`config.mk`:
```
export PLATFORM = sky130hd
export DESIGN_NAME = gopf_eval_horner
export DESIGN_NICKNAME = d
export VERILOG_FILES = /design/src/rtl/gopf_eval_horner.sv
export SDC_FILE = /design/constraint.sdc
export NUM_CORES = 1
export LEC_CHECK = 0
export ABC_AREA = 1
export CAP_MARGIN = 20
export CORE_AREA = 2 2 396 398
export CTS_CLUSTER_DIAMETER = 30
export DETAILED_ROUTE_END_ITERATION = 8
export DIE_AREA = 0 0 398 400
export PLACE_DENSITY = 0.42
export SLEW_MARGIN = 20
export SYNTH_ARGS = -nofsm -noshare
export SYNTH_HDL_FRONTEND = slang
export SYNTH_SLANG_ARGS = --single-unit
```
`constraint.sdc`:
```
create_clock -name clk -period 1.9 [get_ports clk]
set_input_delay 0.285 -clock clk [delete_from_list [all_inputs] [get_ports clk]]
set_output_delay 0.285 -clock clk [all_outputs]
set_load 0.05 [all_outputs]
```
`src/rtl/gopf_eval_horner.sv`:
```
// Goppa-polynomial evaluator: Horner's rule over LANES points through an external MAC array.
// Optional macro GOPF_EVAL_ROOT_FLAG_EN adds per-lane zero-result flags on eval_root.
module gopf_eval_horner #(
    parameter int GF_W  = 16,
    parameter int LANES = 9,
    parameter int DEG   = 8,
    parameter int CNT_W = 4
) (
    input  logic                    clk,
    input  logic                    rst_b,
    input  logic                    start,
    input  logic [(DEG+1)*GF_W-1:0] gopf,
    input  logic [LANES*GF_W-1:0]   gf2e_element,
    output logic                    busy,
    output logic                    eval_done,
    output logic [LANES*GF_W-1:0]   eval_r_dat,
    output logic [LANES-1:0]        eval_root,
    output logic [LANES*GF_W-1:0]   mul_o_out,
    output logic [LANES*GF_W-1:0]   mul_t_out,
    output logic [LANES*GF_W-1:0]   mul_add_out,
    input  logic [LANES*GF_W-1:0]   mul_r_dat
);

    typedef enum logic [1:0] {
        IDLE  = 2'd0,
        CAPT  = 2'd1,
        ISSUE = 2'd2,
        DONE  = 2'd3
    } state_t;

    state_t                 state;
    logic [GF_W-1:0]        coef [DEG+1];
    logic [LANES*GF_W-1:0]  mul_o;
    logic [LANES*GF_W-1:0]  acc;
    logic [GF_W-1:0]        mul_add;
    logic [CNT_W-1:0]       cnt;
    logic [CNT_W-1:0]       cnt_m1;

    assign cnt_m1 = cnt - 1'b1;

    // Each step costs a CAPT plus an ISSUE settle cycle so the MAC path gets a full cycle.
    always_ff @(posedge clk or negedge rst_b) begin
        if (!rst_b) begin
            state     <= IDLE;
            busy      <= 1'b0;
            eval_done <= 1'b0;
            mul_o     <= '0;
            acc       <= '0;
            mul_add   <= '0;
            cnt       <= '0;
            for (int i = 0; i <= DEG; i++) begin
                coef[i] <= '0;
            end
        end else begin
            case (state)
                IDLE: begin
                    if (start) begin
                        for (int i = 0; i <= DEG; i++) begin
                            coef[i] <= gopf[i*GF_W +: GF_W];
                        end
                        mul_o   <= gf2e_element;
                        acc     <= '0;
                        mul_add <= gopf[DEG*GF_W +: GF_W];
                        cnt     <= CNT_W'(DEG);
                        busy    <= 1'b1;
                        state   <= CAPT;
                    end
                end
                CAPT: begin
                    acc <= mul_r_dat;
                    if (cnt == '0) begin
                        busy      <= 1'b0;
                        eval_done <= 1'b1;
                        state     <= DONE;
                    end else begin
                        mul_add <= coef[cnt_m1];
                        cnt     <= cnt_m1;
                        state   <= ISSUE;
                    end
                end
                ISSUE: begin
                    state <= CAPT;
                end
                DONE: begin
                    eval_done <= 1'b0;
                    state     <= IDLE;
                end
                default: begin
                    state <= IDLE;
                end
            endcase
        end
    end

    assign eval_r_dat  = acc;
    assign mul_t_out   = acc;
    assign mul_o_out   = mul_o;
    assign mul_add_out = {LANES{mul_add}};

`ifdef GOPF_EVAL_ROOT_FLAG_EN
    logic [LANES-1:0] root_r;

    // Flags are taken from the final MAC result, the same value that lands in acc.
    always_ff @(posedge clk or negedge rst_b) begin
        if (!rst_b) begin
            root_r <= '0;
        end else if (state == IDLE && start) begin
            root_r <= '0;
        end else if (state == CAPT && cnt == '0) begin
            for (int j = 0; j < LANES; j++) begin
                root_r[j] <= (mul_r_dat[j*GF_W +: GF_W] == '0);
            end
        end
    end

    assign eval_root = root_r;
`else
    assign eval_root = '0;
`endif

endmodule
```
==> results of run 1 <==
[cell usage after synthesis]
library cell	n	area [sq um]
buf_4	294	2210
clkbuf_2	13	65.1
conb_1	1	3.75
nor3_1	1	5.00
clkbuf_1	11	41.3
o21ai_1	10	50.1
inv_2	11	41.3
buf_8	1	15.0
nand2_1	1065	4000
a21oi_1	19	95.1
buf_6	26	293
nand3_1	274	1370
nor2_4	1	11.3
nand2_2	2	12.5
buf_1	6	22.5
nand3_2	1	10.0
buf_2	78	390
inv_1	148	556
nor2_1	19	71.3
o22ai_1	3	18.8
ha_1	2	25.0
dfrtp_1	456	11400
o21ai_0	150	751
[what timing repair did]
| action | in CTS | in global routing |
|---|---|---|
| hold buffers | 97 | 0 |
| cloned | 0 | 0 |
| buffers inserted | 0 | 1 |
| gates resized for setup | 594 | 16 |
| endpoints found under the setup margin | 304 | 41 |
| hold endpoints to repair | 375 | 0 |
[flip-flops by register name, summed over array words and instances (netlist names)]
signal and flops:
mul_o_out 144, mul_add 16, coef 144, state 2, busy 1, eval_r_dat 144
cnt 4, eval_done 1
[power groups by stage]
stage	clock network, mW	logic [mW]	registers [mW]
2_1_floorplan	0	24.9	27.1
5_1_grt	26.6	55.0	18.2
6_report	25.4	51.7	17.7
3_3_place_gp	0	51.8	17.7
4_1_cts	26.0	52.2	17.7
3_5_place_dp	0	51.8	17.7
[critical path: stages (launching register included)]
cell     delay, ns
dfrtp_1       0.39
buf_12        0.16
buf_12        0.20
[cell type report]
cell class	count	area [sq um]
fill	16800	117000
multi-input combinational	1556	6480
sequential	456	11400
clock inverter	67	976
antenna	8	20.0
timing repair buffer	1212	12000
inverter	159	614
tap	2058	2570
clock buffer	213	4370
[layer usage]
| metal | global-route usage, % | wire (um) | up-vias |
|---|---|---|---|
| met4 | 5.81 | 3710 | 6 |
| met1 | 16.6 | 46700 | 9783 |
| met5 | 0 | 41 | - |
| met2 | 21.6 | 54000 | 804 |
| li1 | - | - | 9728 |
| met3 | 8.49 | 15000 | 192 |
[through the flow]
stage	hold slack [ns]	util [%]	std cells	setup TNS, ns
6_report	0.0829	24.8	5729	0
5_1_grt	0.0320	24.8	5727	-0.800
4_1_cts	0.000171	24.8	5720	-1.04
3_5_place_dp	0.216	20.5	5343	-0.623
3_3_place_gp	0.221	20.5	5343	-0.498
2_1_floorplan	-0.0106	-	2600	0
[cells by family (layout without fill, tap and decap cells)]
group | count (synthesis) | in the layout | synth area share, %
AND/OR/NAND/NOR | 1363 | 1363 | 25.5
flip-flops | 456 | 456 | 53.2
other | 1 | 17 | 0.0175
AO/OA/AOI/OAI | 182 | 182 | 4.26
adder cells (fa/ha/maj) | 2 | 2 | 0.117
buffers and inverters | 588 | 1651 | 16.9
[final timing paths]
path | cells after the start | endpoint | start
max | 2 | mul_add_out[112] | mul_add[0]
min | 3 | eval_r_dat[140] | mul_r_dat[140]
max reg2reg | 9 | mul_add[11] | cnt[0]
min reg2reg | 2 | mul_o_out[25] | mul_o_out[25]
max in group asynchronous | 3 | mul_o_out[80] | rst_b
min in group asynchronous | 3 | mul_o_out[27] | rst_b
==> impl_metrics.json, run 1 <==
{
  "cp_data_arrival_time_ns": 1.58,
  "number_of_hold_slack_violations_in_the_final_timing_report": 0,
  "crit_path_end_kind": "primary output",
  "drt.antenna.violating_nets": 0,
  "grt_antenna_before_repair": 15,
  "synth.avg_cell_area_sq_um": 8.28,
  "layout_worst_path_cycle_share_pct": 98.2,
  "final.min_clock_period_ns": 1.87,
  "power.switching_mw": 48.2,
  "worst_setup_path_start_kind": "register",
  "placed_area_sq_um": 31800,
  "totalPowerFinal_mw": 94.8,
  "synth-seq-cells": 456,
  "grt_remaining_overflow": 0,
  "detail_route.drc_violations": 0,
  "synth_seq_area_share_pct": 53.2,
  "cellInternalPower_mw": 46.6,
  "worstMarginPinSlew_ns": 0.877,
  "max-vdd-ir-drop_v": 0.00139,
  "drtPass1Iterations": 5,
  "die_height_um": 400,
  "io_pins": 1022,
  "slew-limit-headroom_pct": 41.4,
  "worst_setup_slack_after_placement_ns": -0.111,
  "core_region_area_sq_um": 155000,
  "maximum_achievable_frequency_ghz": 0.536,
  "track_usage_pct": 14.4,
  "cts_tree": "yes",
  "first_global_vias": 21200,
  "highest_count_cells_in_the_layout_ignoring_fill_and_taps": "1061 x nand2_1, 444 x dfrtp_1, 433 x clkdlybuf4s50_1",
  "syn_area_sq_um": 21500,
  "avgViaCountPerCell": 3.58,
  "fin_area_sq_um": 38500,
  "numPortBuffers": 1012,
  "synth_cell_type_count": 23,
  "pwr_density_cell_nw_per_um2": 2460,
  "outcome": "complete, no violations",
  "die_width_um": 398,
  "finalWirelength_mm": 120,
  "path_max_fanout": 11,
  "power.static_leakage_nw": 18.4,
  "cts-buffers-inserted": 155,
  "synthesis.instances": 2592,
  "clkSlewWorstSetupHoldPaths_ns": 0.04,
  "cts_max_path_buffers": 3,
  "worst_hold_path_type": "primary input to register",
  "p_comb_share_pct": 54.5,
  "worst_slack_ns": 0.0347,
  "vias": 20500,
  "max-cap-violations": 0,
  "htree_num_levels": 4,
  "grt_pass1_wl_mm": 162,
  "drive_above_1_share_pct": 26.3,
  "slew_viol_final": 0,
  "flow.area_growth_from_synthesis_pct": 79.3,
  "yosys_warnings": 0,
  "place.gp.congestion": 0.842,
  "initial_utilization_pct": 13.8,
  "clock_tree.root_cell": "clkbuf_16",
  "setup_viol": 0,
  "rsz0062_at_grt": "yes",
  "final_common_cell": "nand2_1",
  "clock-sinks": 456,
  "wl_per_cell_um": 20.9,
  "grt_start_max_net_pins": 70,
  "area_enclosed_by_the_die_boundary_sq_um": 159000,
  "netSwitchingFraction_pct": 50.8,
  "drt_initial_violations": 1197,
  "estimated_wirelength_of_the_detail_placed_design_mm": 93.9,
  "rows": 145,
  "worst-setup-path-type": "register to primary output",
  "share_seq_of_total_power_pct": 18.7,
  "clockPowerShare_pct": 26.8,
  "insertion_delay_of_the_later_clocked_pin_in_the_worst_skew_pair_ns": 0.78,
  "fin_skew_ns": 0.0730,
  "cp.required_ns": 1.62,
  "layout_net_count": 3977,
  "register_to_register_path_setup_slack_ns": 0.09
}
Note: power is estimated with default switching activity, not from simulation.
==> run 2, diff against run 1 <==
--- a/config.mk
+++ b/config.mk
@@ -8,10 +8,11 @@
 export ABC_AREA = 1
 export CAP_MARGIN = 20
 export CORE_AREA = 2 2 396 398
+export CTS_BUF_LIST = sky130_fd_sc_hd__clkbuf_4 sky130_fd_sc_hd__clkbuf_8
 export CTS_CLUSTER_DIAMETER = 30
 export DETAILED_ROUTE_END_ITERATION = 8
 export DIE_AREA = 0 0 398 400
-export PLACE_DENSITY = 0.42
+export PLACE_DENSITY = 0.41
 export SLEW_MARGIN = 20
 export SYNTH_ARGS = -nofsm -noshare
 export SYNTH_HDL_FRONTEND = slang
==> constraint.sdc (replaced) <==
create_clock -name clk -period 2.2 [get_ports clk]
set_input_delay 0.33 -clock clk [delete_from_list [all_inputs] [get_ports clk]]
set_output_delay 0.33 -clock clk [all_outputs]
set_load 0.05 [all_outputs]
==> run 2 against run 1 <==
Clock-buffer cell count decreased by 2; non-clock buffer count up 215; sequential share of layout area decreased by 0.20 points; clock skew shrank 0.021 ns; final cell count is 3.5% higher; setup slack improved by 0.075 ns; total power down 22%; wire length shrank 2.0%; largest cell class unchanged; global-route usage shrank 0.26 points; sequential power shrank 13%; final area grew 0.67%; clock power fell by 41%.
==> impl_metrics.json, run 2 (synthesis gave the netlist of run 1 again) <==
{
  "crit_buf_inv": 1,
  "critical_path_cell_by_cell": "clkdlybuf4s15_2",
  "slew-limit-headroom_pct": 56.2,
  "maximum_achievable_frequency_ghz": 0.478,
  "grt_remaining_overflow": 0,
  "critPathSlowestCell": "dfrtp_1",
  "clock_tree.root_cell": "clkbuf_8",
  "numPortBuffers": 1012,
  "outcome": "complete, no violations",
  "die_height_um": 400,
  "setup_viol": 0,
  "track_usage_pct": 14.1,
  "worst-setup-path-type": "register to primary output",
  "critical_path.max_stage_delay_ns": 0.49,
  "clock-sinks": 456,
  "insertion_delay_of_the_later_clocked_pin_in_the_worst_skew_pair_ns": 0.85,
  "detail_route.drc_violations": 0,
  "cts-buffers-inserted": 152,
  "highest_count_cells_in_the_layout_ignoring_fill_and_taps": "1064 x nand2_1, 446 x dfrtp_1, 433 x clkdlybuf4s50_1",
  "max-vdd-ir-drop_v": 0.00121,
  "cts_tree": "yes",
  "drt_initial_violations": 1302,
  "initial_utilization_pct": 13.8,
  "die_width_um": 398,
  "area_enclosed_by_the_die_boundary_sq_um": 159000,
  "io_pins": 1022,
  "crit_path_end_kind": "primary output",
  "fin_cells": 5932,
  "wl_per_cell_um": 19.8,
  "final.min_clock_period_ns": 2.09,
  "worst_hold_path_type": "primary input to async pin",
  "dp_cells": 5325,
  "number_of_hold_slack_violations_in_the_final_timing_report": 0,
  "clkSlewWorstSetupHoldPaths_ns": 0.06,
  "power.static_leakage_nw": 18.4,
  "grt_pass1_wl_mm": 162,
  "place.gp.congestion": 0.821,
  "worst_setup_path_start_kind": "register",
  "postCtsSetupRepairBufs": 0,
  "drive_above_1_share_pct": 21.2,
  "max-cap-violations": 0,
  "placed_area_sq_um": 32000,
  "avgViaCountPerCell": 3.60,
  "flow.area_growth_from_synthesis_pct": 80.5,
  "slew_viol_final": 0,
  "critPathTopFamily": "flip-flops",
  "vias": 21400,
  "layout_worst_path_cycle_share_pct": 95.0,
  "htree_num_levels": 4,
  "grt_start_max_net_pins": 83,
  "cp_data_arrival_time_ns": 1.76,
  "core_region_area_sq_um": 155000,
  "drt.antenna.violating_nets": 0,
  "final_common_cell": "nand2_1",
  "grt_antenna_before_repair": 10,
  "path_max_fanout": 3,
  "worstMarginPinSlew_ns": 0.657,
  "pwr_density_cell_nw_per_um2": 1900,
  "fin_area_sq_um": 38700,
  "cts_max_path_buffers": 3,
  "rows": 145,
  "finalWirelength_mm": 117,
  "drtPass1Iterations": 5,
  "cp.required_ns": 1.87,
  "estimated_wirelength_of_the_detail_placed_design_mm": 89.7,
  "first_global_vias": 22200,
  "layout_net_count": 4189,
  "fin_skew_ns": 0.0521
}
-- run 2: area by class of cell --
cell class	instances	area, sq um
Fill cell	16900	116000
Timing Repair Buffer	1427	14100
Sequential cell	456	11400
Multi-Input combinational cell	1556	6480
Clock buffer	211	2720
Tap cell	2058	2570
Clock inverter	61	782
Inverter	159	612
Antenna cell	4	10.0
-- run 2: where the power goes --
part	internal [mW]	switching (mW)	leakage [nW]	total [mW]
combinational	11.5	31.5	10.9	43.0
sequential	12.4	3.01	5.67	15.4
clock	9.77	5.31	1.84	15.1
total	33.7	39.8	18.4	73.5
-- run 2: worst paths after layout --
kind,startpoint,to,slack [ns],cells past startpoint
max,eval_r_dat[33],mul_t_out[33],0.11,1
min,rst_b,mul_o_out[70],0.13,2
max reg2reg,cnt[0],mul_add[15],0.11,10
min reg2reg,mul_o_out[21],mul_o_out[21],0.47,2
max in group asynchronous,rst_b,mul_o_out[36],1.35,3
min in group clk,gf2e_element[138],mul_o_out[138],0.13,3
-- run 2: routing by layer --
layer | part of all wire, % | track usage (%)
met5 | 0.0060 | 0
met4 | 2.0 | 3.81
met3 | 12 | 7.63
met2 | 45 | 21.4
met1 | 41 | 17.2
-- run 2: timing repair --
action,in CTS,in global routing
gates resized for setup,1035,17
setup endpoints to repair,477,15
endpoints found under the hold margin,786,0
hold buffers,331,0
gates cloned,0,0
-- run 2: metrics by stage --
step / power (mW) / hold slack (ns) / setup WS [ns] / setup TNS [ns] / util (%)
2_1_floorplan: 44.9 / 0.0344 / 0.329 / 0 / -
3_3_place_gp: 59.9 / 0.403 / -0.0773 / -0.225 / 20.6
3_5_place_dp: 59.9 / 0.401 / -0.0827 / -0.216 / 20.6
4_1_cts: 74.6 / 0.000758 / -0.000606 / -0.000606 / 25.0
5_1_grt: 77.7 / 0.0396 / -0.00341 / -0.0144 / 25.0
6_report: 73.5 / 0.127 / 0.110 / 0 / 25.0
==> patch 1, RTL diff (flow settings as in run 2) <==
The 4 states of `state_t` get a one-hot encoding in 4 bits.
--- a/src/rtl/gopf_eval_horner.sv
+++ b/src/rtl/gopf_eval_horner.sv
@@ -22,9 +22,9 @@
 );
 
-    typedef enum logic [1:0] {
-        IDLE  = 2'd0,
-        CAPT  = 2'd1,
-        ISSUE = 2'd2,
-        DONE  = 2'd3
+    typedef enum logic [3:0] {
+        IDLE  = 4'b0001,
+        CAPT  = 4'b0010,
+        ISSUE = 4'b0100,
+        DONE  = 4'b1000
     } state_t;
 
Formal check against the unedited RTL: no difference found for any inputs over 4 cycles, from zero or initial values and one cycle with rst_b low; so few cycles prove little.
==> patch 1 against run 2 <==
Sequential cell count is 2 higher; highest routed layer unchanged; wire length is 1.5% higher; clock power is 4% lower; design area hardly changed; worst setup slack better by 0.0015 ns; synthesized area is 0.54% lower; fmax hardly changed; synthesized cell count is 0.31% higher; power is 3.2% lower; combinational power is 4% lower.
==> patch 1: results (changes against run 2) <==
| Metric | Value |
|---|---|
| VDD IR max | 1350 uV (+11%) |
| Slowest-stage cell, CP | dfrtp_4 |
| First-pass GRT wire length | 165000 um (+2.0%) |
| DRT Wirelength | 119000 um (+1.5%) |
| Synth cell count leaders | nand2_1, dfrtp_1, buf_4, nand3_1, o21ai_0 |
| Synth area leaders | dfrtp_1, nand2_1, buf_4, nand3_1, o21ai_0 |
| Layout Nets | 4204 (+0.36%) |
| Worst rel slew slack | 49.9% (-6.3 points) |
| Post-CTS setup buffers | 0 (unchanged) |
| Later-pin clock latency in the skew report | 0.87 ns (+0.02 ns) |
| Reg2reg end | mul_add[10] |
| Post-DP HPWL | 91600 um (+2.2%) |
| Antenna violations before repair | 13 (+3) |
| Gp weighted congestion | 0.799 (-2.7%) |
| Worst min path class | input pin to flip-flop |
| Placed insts | 5332 (+0.13%) |
| CP top delay family | simple AND/OR/NAND/NOR gates |
| DR iter-0 viols | 1347 (+3.5%) |
| Via/cell ratio | 3.59 (-0.24%) |
| Post-Syn Area per Cell | 8.21 um2 (-0.84%) |
| Largest net degree at the start of global routing | 119 (+43%) |
| CP Max Fanout | 61 (+58) |
| Fraction of layout cells with a size suffix above 1 | 21.2% (-0.045 points) |
| Drt wl/cell | 20.0 um (+1.3%) |
| GRT Total Usage | 14.4% (+0.27 points) |
| CTS buffer count | 153 (+0.66%) |
| Clock Pin Slew Worst Setup and Hold Paths | around 0.050 ns |
| Status | complete, no violations |
| Setup Skew | 0.0573 ns (+0.00520 ns) |
| Pleak | 18.5 nW (+0.67%) |
| Asr flop ratio synth | 100% (unchanged) |
| Sequential share of the synthesized area | 53.7% (+0.53 points) |
patch 1: changes by cell type after synthesis, sizes merged, moves of 2 or more:
cell    change
o22ai       -2
buf        -15
a21oi       -2
o21ai       +2
nand2       +4
clkbuf     +14
nor2        +5
patch 1: timing repair:
| action | CTS | global route |
|---|---|---|
| gates resized for setup | 1010 | 8 |
| hold buffers | 338 | 0 |
| cloned | 0 | 0 |
| endpoints found under the hold margin | 756 | 0 |
| endpoints found under the setup margin | 442 | 11 |
patch 1: power by group through the flow:
stage          registers (W)  clock network, W  logic [W]
2_1_floorplan         0.0231                 0     0.0202
6_report              0.0154            0.0145     0.0412
3_5_place_dp          0.0155                 0     0.0427
5_1_grt               0.0159            0.0155     0.0439
3_3_place_gp          0.0155                 0     0.0427
4_1_cts               0.0155            0.0150     0.0418
patch 1: metrics by stage:
stage          power [W]  hold WS, ns  instance area, um2
2_1_floorplan     0.0433       0.0344               21400
3_3_place_gp      0.0581        0.400               31900
3_5_place_dp      0.0581        0.401               31900
4_1_cts           0.0722      0.00102               38700
5_1_grt           0.0753       0.0496               38700
6_report          0.0711        0.109               38700
patch 1: layout make-up:
class / count / area, um2 / area share, %
Tap cell: 2058 / 2570 / 6.65
Sequential cell: 458 / 11500 / 29.7
Timing Repair Buffer: 1432 / 14100 / 36.5
Clock buffer: 225 / 2930 / 7.57
Multi-Input combinational cell: 1564 / 6510 / 16.8
Clock inverter: 46 / 477 / 1.23
Inverter: 158 / 606 / 1.56
Antenna cell: 2 / 5.00 / 0.0129
patch 1: worst min-delay path: cells and delay by family:
family                 cells  cell delay, ns
AO/OA/AOI/OAI              1            0.08
buffers and inverters      1            0.41
AND/OR/NAND/NOR            1            0.09
patch 1: worst max-delay path by stage:
stage                         startpoint               to  slack, ns  depth (start not counted)
after floorplan                   cnt[0]      mul_add[11]       0.22                         13
after global placement            cnt[0]      mul_add[10]       0.11                         10
after detailed placement           start    mul_o_out[53]       0.11                          6
after CTS                    mul_add[15]  mul_add_out[47]    0.00001                          1
after global routing      mul_o_out[130]   mul_o_out[130]      0.001                          1
final                             cnt[0]      mul_add[10]       0.11                         10
patch 1: kinds of logic (layout without fill, tap and decap cells):
family                     after synthesis  in the layout  share of synthesized area, %
AOI/OAI and AO/OA                      181            181                          4.26
DFF                                    458            458                          53.7
adders and majority gates                2              2                         0.117
buffers and inverters                  586           1861                          16.0
and+or+nand+nor                       1372           1372                          25.9
other                                    1             11                        0.0176
patch 1: metal layers:
metal | vias to the layer above | track usage (%) | wire (um) | part of all wire, %
met5 | - | 0 | 69 | 0.058
met4 | 12 | 3.72 | 2430 | 2.0
met2 | 777 | 22.9 | 55900 | 47
met3 | 168 | 6.33 | 11400 | 9.6
met1 | 10200 | 17.6 | 49200 | 41
li1 | 10200 | - | - | -
==> patch 2, RTL diff (settings of run 2) <==
Made on the original files. The option `GOPF_EVAL_ROOT_FLAG_EN` is turned on by a define.
--- a/src/rtl/gopf_eval_horner.sv
+++ b/src/rtl/gopf_eval_horner.sv
@@ -1,4 +1,6 @@
 // Goppa-polynomial evaluator: Horner's rule over LANES points through an external MAC array.
 // Optional macro GOPF_EVAL_ROOT_FLAG_EN adds per-lane zero-result flags on eval_root.
+`define GOPF_EVAL_ROOT_FLAG_EN
+
 module gopf_eval_horner #(
     parameter int GF_W  = 16,
Behaviour: same outputs for any inputs over 4 cycles, from zero or initial values and one cycle with rst_b low; that may be too few to reach the edited logic, so the function may still have changed.
==> patch 2 against run 2 <==
Global-route usage grew 1.1 points; power shrank 0.15%; worst setup slack lost 0.026 ns; synthesized area grew 2.1%; critical path type unchanged; worst hold slack lost 0.0084 ns; sequential cell count grew 9; wire length grew 7.7%; design area grew 0.20%.
==> patch 2: results (changes against run 2) <==
| Metric | Value |
|---|---|
| # hold bufs at CTS | 264 (-20%) |
| Placed inst area | 33000 um2 (+3.1%) |
| Grt met1 use | 19.4% (+2.2 points) |
| Vias in the first global route | 22800 (+2.5%) |
| First-pass GRT wire length | 172000 um (+6.6%) |
| M2 GR Usage | 22.9% (+1.5 points) |
| P&R area growth vs syn | 77.1% |
| GRT Total Usage | 15.2% (+1.1 points) |
| DP Worst Slack | 0.0395 ns (+0.122 ns) |
| M1 wire length | 53900 um (+11%) |
| Multi-input gate area | 6700 um2 (+3.3%) |
| Final-layout fill cell count | 17000 (+0.50%) |
| Non-CTS buffers | 1392 (-2.5%) |
| Gp weighted congestion | 0.889 (+8.3%) |
| Max incr delay on CP | 0.51 ns (+0.02 ns) |
| CTS buffer count | 153 (+0.66%) |
| Detailed-route via count | 22400 (+4.6%) |
| Post-CTS setup buffers | 1 (+1) |
| Layout Nets | 4237 (+1.1%) |
| Status | complete, no violations |
| Worst min path class | input pin to flip-flop |
| Inverters | 219 (+38%) |
| #MultiIn Comb | 1569 (+0.84%) |
| Post-Syn Area per Cell | 8.19 um2 (-1.1%) |
| Post_cts resized | 1091 (+5.4%) |
| DRT Wirelength | 126000 um (+7.7%) |
| Clk tree area frac | 8.68% (-0.35 points) |
| Largest net degree at the start of global routing | 88 (+6.0%) |
| Synth cell count leaders | nand2_1, dfrtp_1, nand3_1, buf_4, inv_1 |
| Power, Total | 0.0734 W (-0.15%) |
| Clkbuf count | 209 (-0.95%) |
| DR WL met3 | 12800 um (-5.4%) |
| Post-DP HPWL | 99800 um (+11%) |
| Seq. pwr | 0.0159 W (+3%) |
| Fraction of layout cells with a size suffix above 1 | 20.9% (-0.30 points) |
[patch 2: changes by cell type after synthesis, sizes merged, moves of 11 or more]
| cell | change |
|---|---|
| nand2 | -95 |
| o21ai | +61 |
| inv | +60 |
| buf | -28 |
| clkbuf | +20 |
| nor4 | +20 |
| nand4 | +14 |
| nand3 | +11 |
[patch 2: worst paths after layout]
path,startpoint,to,slack (ns),cells after the start
max,eval_r_dat[69],mul_t_out[69],0.08,1
min,mul_r_dat[80],eval_r_dat[80],0.12,3
max reg2reg,cnt[0],mul_add[9],0.23,8
min reg2reg,mul_o_out[17],mul_o_out[17],0.47,2
max in group asynchronous,rst_b,state[0],1.46,3
min in group asynchronous,rst_b,mul_add[9],0.17,3
[patch 2: kinds of logic (layout without fill, tap and decap cells)]
family,count (synthesis),count (layout),share of synthesized area [%]
other,0,6,0
AO/OA/AOI/OAI,243,243,5.57
AND/OR/NAND/NOR,1324,1324,24.8
buffers and inverters,640,1886,16.4
adder cells (fa/ha/maj),2,2,0.114
flip-flops,465,465,53.1
